$ cat config.mk
export PLATFORM = sky130hd
export DESIGN_NAME = apb_mem_target
export DESIGN_NICKNAME = d
export VERILOG_FILES = /design/src/rtl/apb_mem_target.sv
export SDC_FILE = /design/constraint.sdc
export NUM_CORES = 2
export LEC_CHECK = 0
export CAP_MARGIN = 20
export CORE_MARGIN = 3
export CORE_UTILIZATION = 60
export CTS_BUF_LIST = sky130_fd_sc_hd__clkbuf_16
export CTS_CLUSTER_SIZE = 12
export DETAILED_ROUTE_END_ITERATION = 8
export PLACE_DENSITY = 0.76
export SYNTH_ARGS = -nofsm -noshare
export SYNTH_HDL_FRONTEND = slang
export SYNTH_SLANG_ARGS = --single-unit
$ cat constraint.sdc
create_clock -name pclk -period 3.5 [get_ports pclk]
set_input_delay 0.7 -clock pclk [delete_from_list [all_inputs] [get_ports pclk]]
set_output_delay 0.7 -clock pclk [all_outputs]
set_load 0.01 [all_outputs]
$ cat src/rtl/apb_mem_target.sv
// apb_mem_target: APB completer backed by a byte-strobed word memory with
// programmable wait states, protocol-violation flag and completion counter.
module apb_mem_target #(
    parameter int APB_DW      = 32,
    parameter int APB_AW      = 12,
    parameter int DEPTH       = 64,
    parameter int WAIT_CYCLES = 1
) (
    input  logic              pclk,
    input  logic              preset_n,
    input  logic [APB_AW-1:0] paddr,
    input  logic              psel,
    input  logic              penable,
    input  logic              pwrite,
    input  logic [APB_DW-1:0] pwdata,
    input  logic [APB_DW/8-1:0] pstrb,
    output logic [APB_DW-1:0] prdata,
    output logic              pready,
    output logic              pslverr,
    input  logic              prot_err_clr,
    output logic              prot_err,
    output logic [15:0]       xfer_cnt
);
    localparam int NB = APB_DW / 8;
    localparam int LB = $clog2(NB);
    localparam int IW = APB_AW - LB;
    localparam int MW = $clog2(DEPTH);

    typedef enum logic [1:0] {IDLE, SETUP, ACCESS} state_t;

    state_t              state, state_nxt;
    logic [APB_AW-1:0]   addr_q;
    logic                write_q;
    logic [APB_DW-1:0]   wdata_q;
    logic [NB-1:0]       strb_q;
    logic [3:0]          wait_cnt;
    logic [APB_DW-1:0]   mem [DEPTH];
    logic [IW-1:0]       widx;
    logic                addr_err, busy, in_access, done, idle_bad, viol, good, setup_hit;

    assign widx      = addr_q[APB_AW-1:LB];
    assign addr_err  = (32'(widx) >= 32'(DEPTH)) || (addr_q[LB-1:0] != '0);
    assign busy      = state != IDLE;
    assign setup_hit = !busy && psel && !penable;
    // SETUP state is the first access cycle, so it completes just like ACCESS
    assign in_access = busy && psel && penable;
    assign done      = in_access && wait_cnt == 4'd0;
    assign idle_bad  = !busy && psel && penable;
    assign viol      = busy && !(psel && penable);
    assign good      = done && !addr_err;

    always_ff @(posedge pclk or negedge preset_n) begin
        if (!preset_n) state <= IDLE;
        else           state <= state_nxt;
    end

    always_comb begin
        state_nxt = !busy ? (setup_hit ? SETUP : IDLE) : (!in_access || done) ? IDLE : ACCESS;
    end

    always_comb begin
        pready  = done || idle_bad;
        pslverr = idle_bad || (done && addr_err);
        prdata  = (good && !write_q) ? mem[widx[MW-1:0]] : '0;
    end

    always_ff @(posedge pclk or negedge preset_n) begin
        if (!preset_n) begin
            addr_q   <= '0;
            write_q  <= 1'b0;
            wdata_q  <= '0;
            strb_q   <= '0;
            wait_cnt <= '0;
        end else if (setup_hit) begin
            addr_q   <= paddr;
            write_q  <= pwrite;
            wdata_q  <= pwdata;
            strb_q   <= pstrb;
            wait_cnt <= 4'(WAIT_CYCLES);
        end else if (in_access && wait_cnt != 4'd0) begin
            wait_cnt <= wait_cnt - 4'd1;
        end
    end

    always_ff @(posedge pclk or negedge preset_n) begin
        if (!preset_n) begin
            for (int i = 0; i < DEPTH; i++) mem[i] <= '0;
        end else if (good && write_q) begin
            for (int b = 0; b < NB; b++)
                if (strb_q[b]) mem[widx[MW-1:0]][8*b +: 8] <= wdata_q[8*b +: 8];
        end
    end

    always_ff @(posedge pclk or negedge preset_n) begin
        if (!preset_n) begin
            prot_err <= 1'b0;
            xfer_cnt <= '0;
        end else begin
            prot_err <= (idle_bad || viol) ? 1'b1 : prot_err_clr ? 1'b0 : prot_err;
            xfer_cnt <= good ? xfer_cnt + 16'd1 : xfer_cnt;
        end
    end
endmodule

==> impl_results.rst <==
.. list-table::
   :header-rows: 1

   * - Metric
     - Value
   * - Status
     - complete, but fails checks
   * - Violations in the final reports
     - setup timing
   * - Count of vias placed by the detailed router
     - 69498
   * - Number of cell rows
     - 146
   * - Maximum number of pins on one net before global-route repair
     - between 100 and 150
   * - Crit-path max cell delay
     - 0.55 ns
   * - Pwr dens
     - ~510 nW/um^2
   * - Share of the synthesized area in the top cell type
     - ~55%
   * - Hold Path Stages
     - 2
   * - Tightest slew margin relative to the limit
     - between 15 and 20%
   * - Buffering stage count on the worst path with inverters included
     - 6
   * - Crit path cell chain
     - buf_8 > buf_6 > nand2b_4 > buf_12 > buf_12 > a2bb2oi_1 > nor2_1 > a211oi_1 > o221ai_2 > nor4_4 > buf_4 > buf_6
   * - Chip width
     - between 400 and 500 um
   * - Setup repair after global routing missed its margin
     - true
   * - Overall routed net length
     - roughly 340000 um
   * - Maximum count of clock buffers along a single path
     - 3
   * - DRT iter0 DRCs
     - approximately 8000
   * - Placed wire-length estimate
     - ~220000 um
   * - ANT nets after route
     - 0
   * - Post-Synthesis Mean Instance Area
     - about 14 um^2
   * - Required time of the worst setup path
     - between 2 and 3 ns
   * - Worst setup slack after layout
     - -0.912 ns
   * - Slew at the pin closest to its max-slew limit
     - between 1 and 1.5 ns
   * - Count of flip-flops with a built-in enable after synthesis
     - 0
   * - Yosys Warn Count
     - 0
   * - Final setup viols
     - 43
   * - Finished Core Util
     - approximately 74%
   * - Maximum fanout encountered on the critical timing path
     - 7
   * - Worst Reg2Reg Path Length in Cells
     - 32
   * - Library cells used by synthesis
     - 86
   * - Clk sink count
     - between 2000 and 2500
   * - Vias/cell
     - ~6.9
   * - Dominant cell by count in the synthesized netlist
     - mux2_2
   * - Mapped cell area
     - ~97000 um^2
   * - Static Leak
     - slightly below 60 nW
   * - Antenna violations before repair
     - 7
   * - Final cycle utilization of the critical path
     - 126%
   * - Synthesis-stage register bit count
     - 2120
   * - Number of global-route vias before repair
     - between 70000 and 80000
   * - Clock edge transition at the registers on the reported setup and hold paths
     - approximately 0.060 ns
   * - Main flop type after synthesis
     - dfrtp_1
   * - Final TNS setup
     - -27.23 ns
   * - Insertion delay to the later sink of the worst-skew pair
     - between 0.8 and 0.9 ns
   * - GRT Total Usage
     - 40.4%
   * - Slowest stage cell on the critical path
     - dfrtp_4
   * - Worst clock skew on the final layout
     - between 0.03 and 0.04 ns
   * - Max-slew violation count
     - 0
   * - CTS tree
     - built
   * - Fraction of layout instances using a drive strength above 1
     - approximately 56%
   * - Async set-or-reset flop fraction in the synthesized netlist
     - 100%
   * - Critical path depth
     - 12
   * - Mapped Nets
     - a little under 7000
   * - Die Footprint
     - 166000 um^2
   * - Setup Crit Path Kind
     - reg2out
   * - Number of hold violations in the final report
     - 0
   * - Routed length per placed instance
     - between 30 and 40 um
   * - Count of unresolved DRC violations after routing
     - 0
   * - Family with the most delay on the worst path
     - buffers and inverters
   * - Global placement routability congestion
     - a little under 1
   * - Instance count of the mapped netlist
     - about 6900
   * - Critical path capture point type
     - primary output
   * - Cell type with the largest total area after synthesis
     - dfrtp_1
   * - Count of H-tree levels built during CTS
     - 4
   * - Critical path launch point type
     - flip-flop
   * - VDD IR max
     - approximately 0.6 mV
   * - Data arrival time at the worst-slack endpoint
     - between 3 and 4 ns
   * - Final nets
     - between 7000 and 8000
   * - Iteration count of the initial detailed-routing pass
     - 6
   * - Port Buffers
     - approximately 100
   * - Cell chosen for the clock root
     - clkbuf_16
   * - Layout-stage area growth over the synthesis result
     - 22.3%
   * - Num ports
     - approximately 110
   * - Top post-synthesis cells by area
     - dfrtp_1 (55%), mux2_2 (26%), mux4_2 (3.6%), o22ai_1 (2.2%), nand2_2 (1.6%)
   * - Placeable Area
     - roughly 160000 um^2
   * - Most instantiated cells after synthesis
     - mux2_2 (2249), dfrtp_1 (2120), o22ai_1 (342), clkbuf_1 (303), nand2_2 (247)
   * - Chip height
     - 408 um
   * - Worst min-delay path class
     - in2reg
   * - Post-layout min period
     - 4.41 ns
   * - Number of clock buffers inserted by TritonCTS
     - roughly 210
   * - Congestion Overflow GR
     - 0
   * - Effective utilization at floorplan
     - 60.8%
   * - Peak clock frequency supported by timing
     - about 0.23 GHz
   * - Part of the Yosys area used for sequential elements
     - 54.7%
   * - Global-route wire length before repair
     - a little under 500000 um
   * - Number of maximum-capacitance violations
     - 0
[sequential cells by signal (all words and copies together) (netlist names)]
name	flops
xfer_cnt	16
wdata_q	32
prot_err	1
write_q	1
addr_q	12
mem	2048
strb_q	4
state	2
wait_cnt	4
[cell type report]
cell class                 instances  area (um^2)
sequential                      2120        53100
multi-input combinational       4207        43900
fill                            9601        40900
timing repair buffer            1150        12700
clock buffer                     217         5430
tap                             2146         2690
clock inverter                   146          729
inverter                           9         52.6
antenna                            5         12.5
[where the power goes]
part	internal [W]	total (W)	switching, W	leakage (nW)
Combinational	0.00578	0.0141	0.00829	25.7
Clock	0.0112	0.0209	0.00967	3.28
Sequential	0.0246	0.0258	0.00112	29.5
[placed cells by master (no fill, tap or decap), types with 16 or more instances in the layout]
cell type	count
a211oi_1	20
a21oi_1	81
a21oi_2	29
a221oi_2	16
buf_12	198
buf_16	22
buf_4	676
buf_6	133
buf_8	32
clkbuf_16	224
clkdlybuf4s50_1	71
clkinv_1	45
clkinv_2	21
dfrtp_1	2085
dfrtp_2	32
inv_1	73
mux2_1	64
mux2_2	2242
mux2i_1	108
mux4_2	156
nand2_1	105
nand2_2	249
nor2_1	114
nor2_2	31
o21ai_0	70
o21ai_1	40
o21ai_2	17
o221ai_1	109
o221ai_2	42
o22a_1	20
o22ai_1	264
o22ai_2	49
o22ai_4	29
[cells by family (layout without fill, tap and decap cells)]
logic type	after synthesis	in the layout	synth area share, %
mux	2588	2588	31.8
compound gates	951	951	6.68
fa+ha+maj	3	3	0.0387
buf+inv	556	1522	3.00
other cells	0	5	0
flops	2120	2120	54.7
xor+xnor	18	18	0.163
simple gates	647	647	3.59
[worst reg2reg max path: cells and delay by family (launching register included)]
kind	cells	cell delay (ns)
adders and majority gates	1	0.16
and+or+nand+nor	2	0.12
xor gates and xnor gates	1	0.20
buffers and inverters	28	3.24
DFF	1	0.38
[metrics by stage]
stage	hold slack, ns	area (um^2)	total power, W	worst slack, ns	instances
floorplan	0.404	97000	0.0303	0.455	6883
global placement	0.468	105000	0.0364	-1.40	9352
detailed placement	0.473	105000	0.0365	-1.43	9357
CTS	0.406	117000	0.0591	-0.929	9925
global route	0.435	119000	0.0619	-0.960	9995
finish	0.443	119000	0.0607	-0.912	10000
[final timing paths]
kind	start	end	slack [ns]
min	pwdata[1]	wdata_q[1]	0.44
min in group asynchronous	preset_n	mem[687]	0.48
max	addr_q[2]	prdata[23]	-0.91
max reg2reg	wait_cnt[0]	wait_cnt[2]	-0.72
min reg2reg	xfer_cnt[5]	xfer_cnt[5]	0.48
max in group asynchronous	preset_n	mem[982]	1.77
[metal layers]
metal,vias up,share of wire [%],track usage [%]
li1,27336,-,-
met1,36175,36,51.7
met2,4564,43,58.6
met3,1419,12,13.2
met4,4,8.3,27.7
met5,-,0.0079,0
[repair_timing]
action | CTS | global route
endpoints found under the hold margin | 32 | 0
setup buffers | 197 | 85
gates resized for setup | 740 | 270
hold buffers | 1 | 0
setup endpoints to repair | 112 | 40
pin swaps | 158 | 112
cloned | 20 | 7
(Power assumes the default switching activity.)
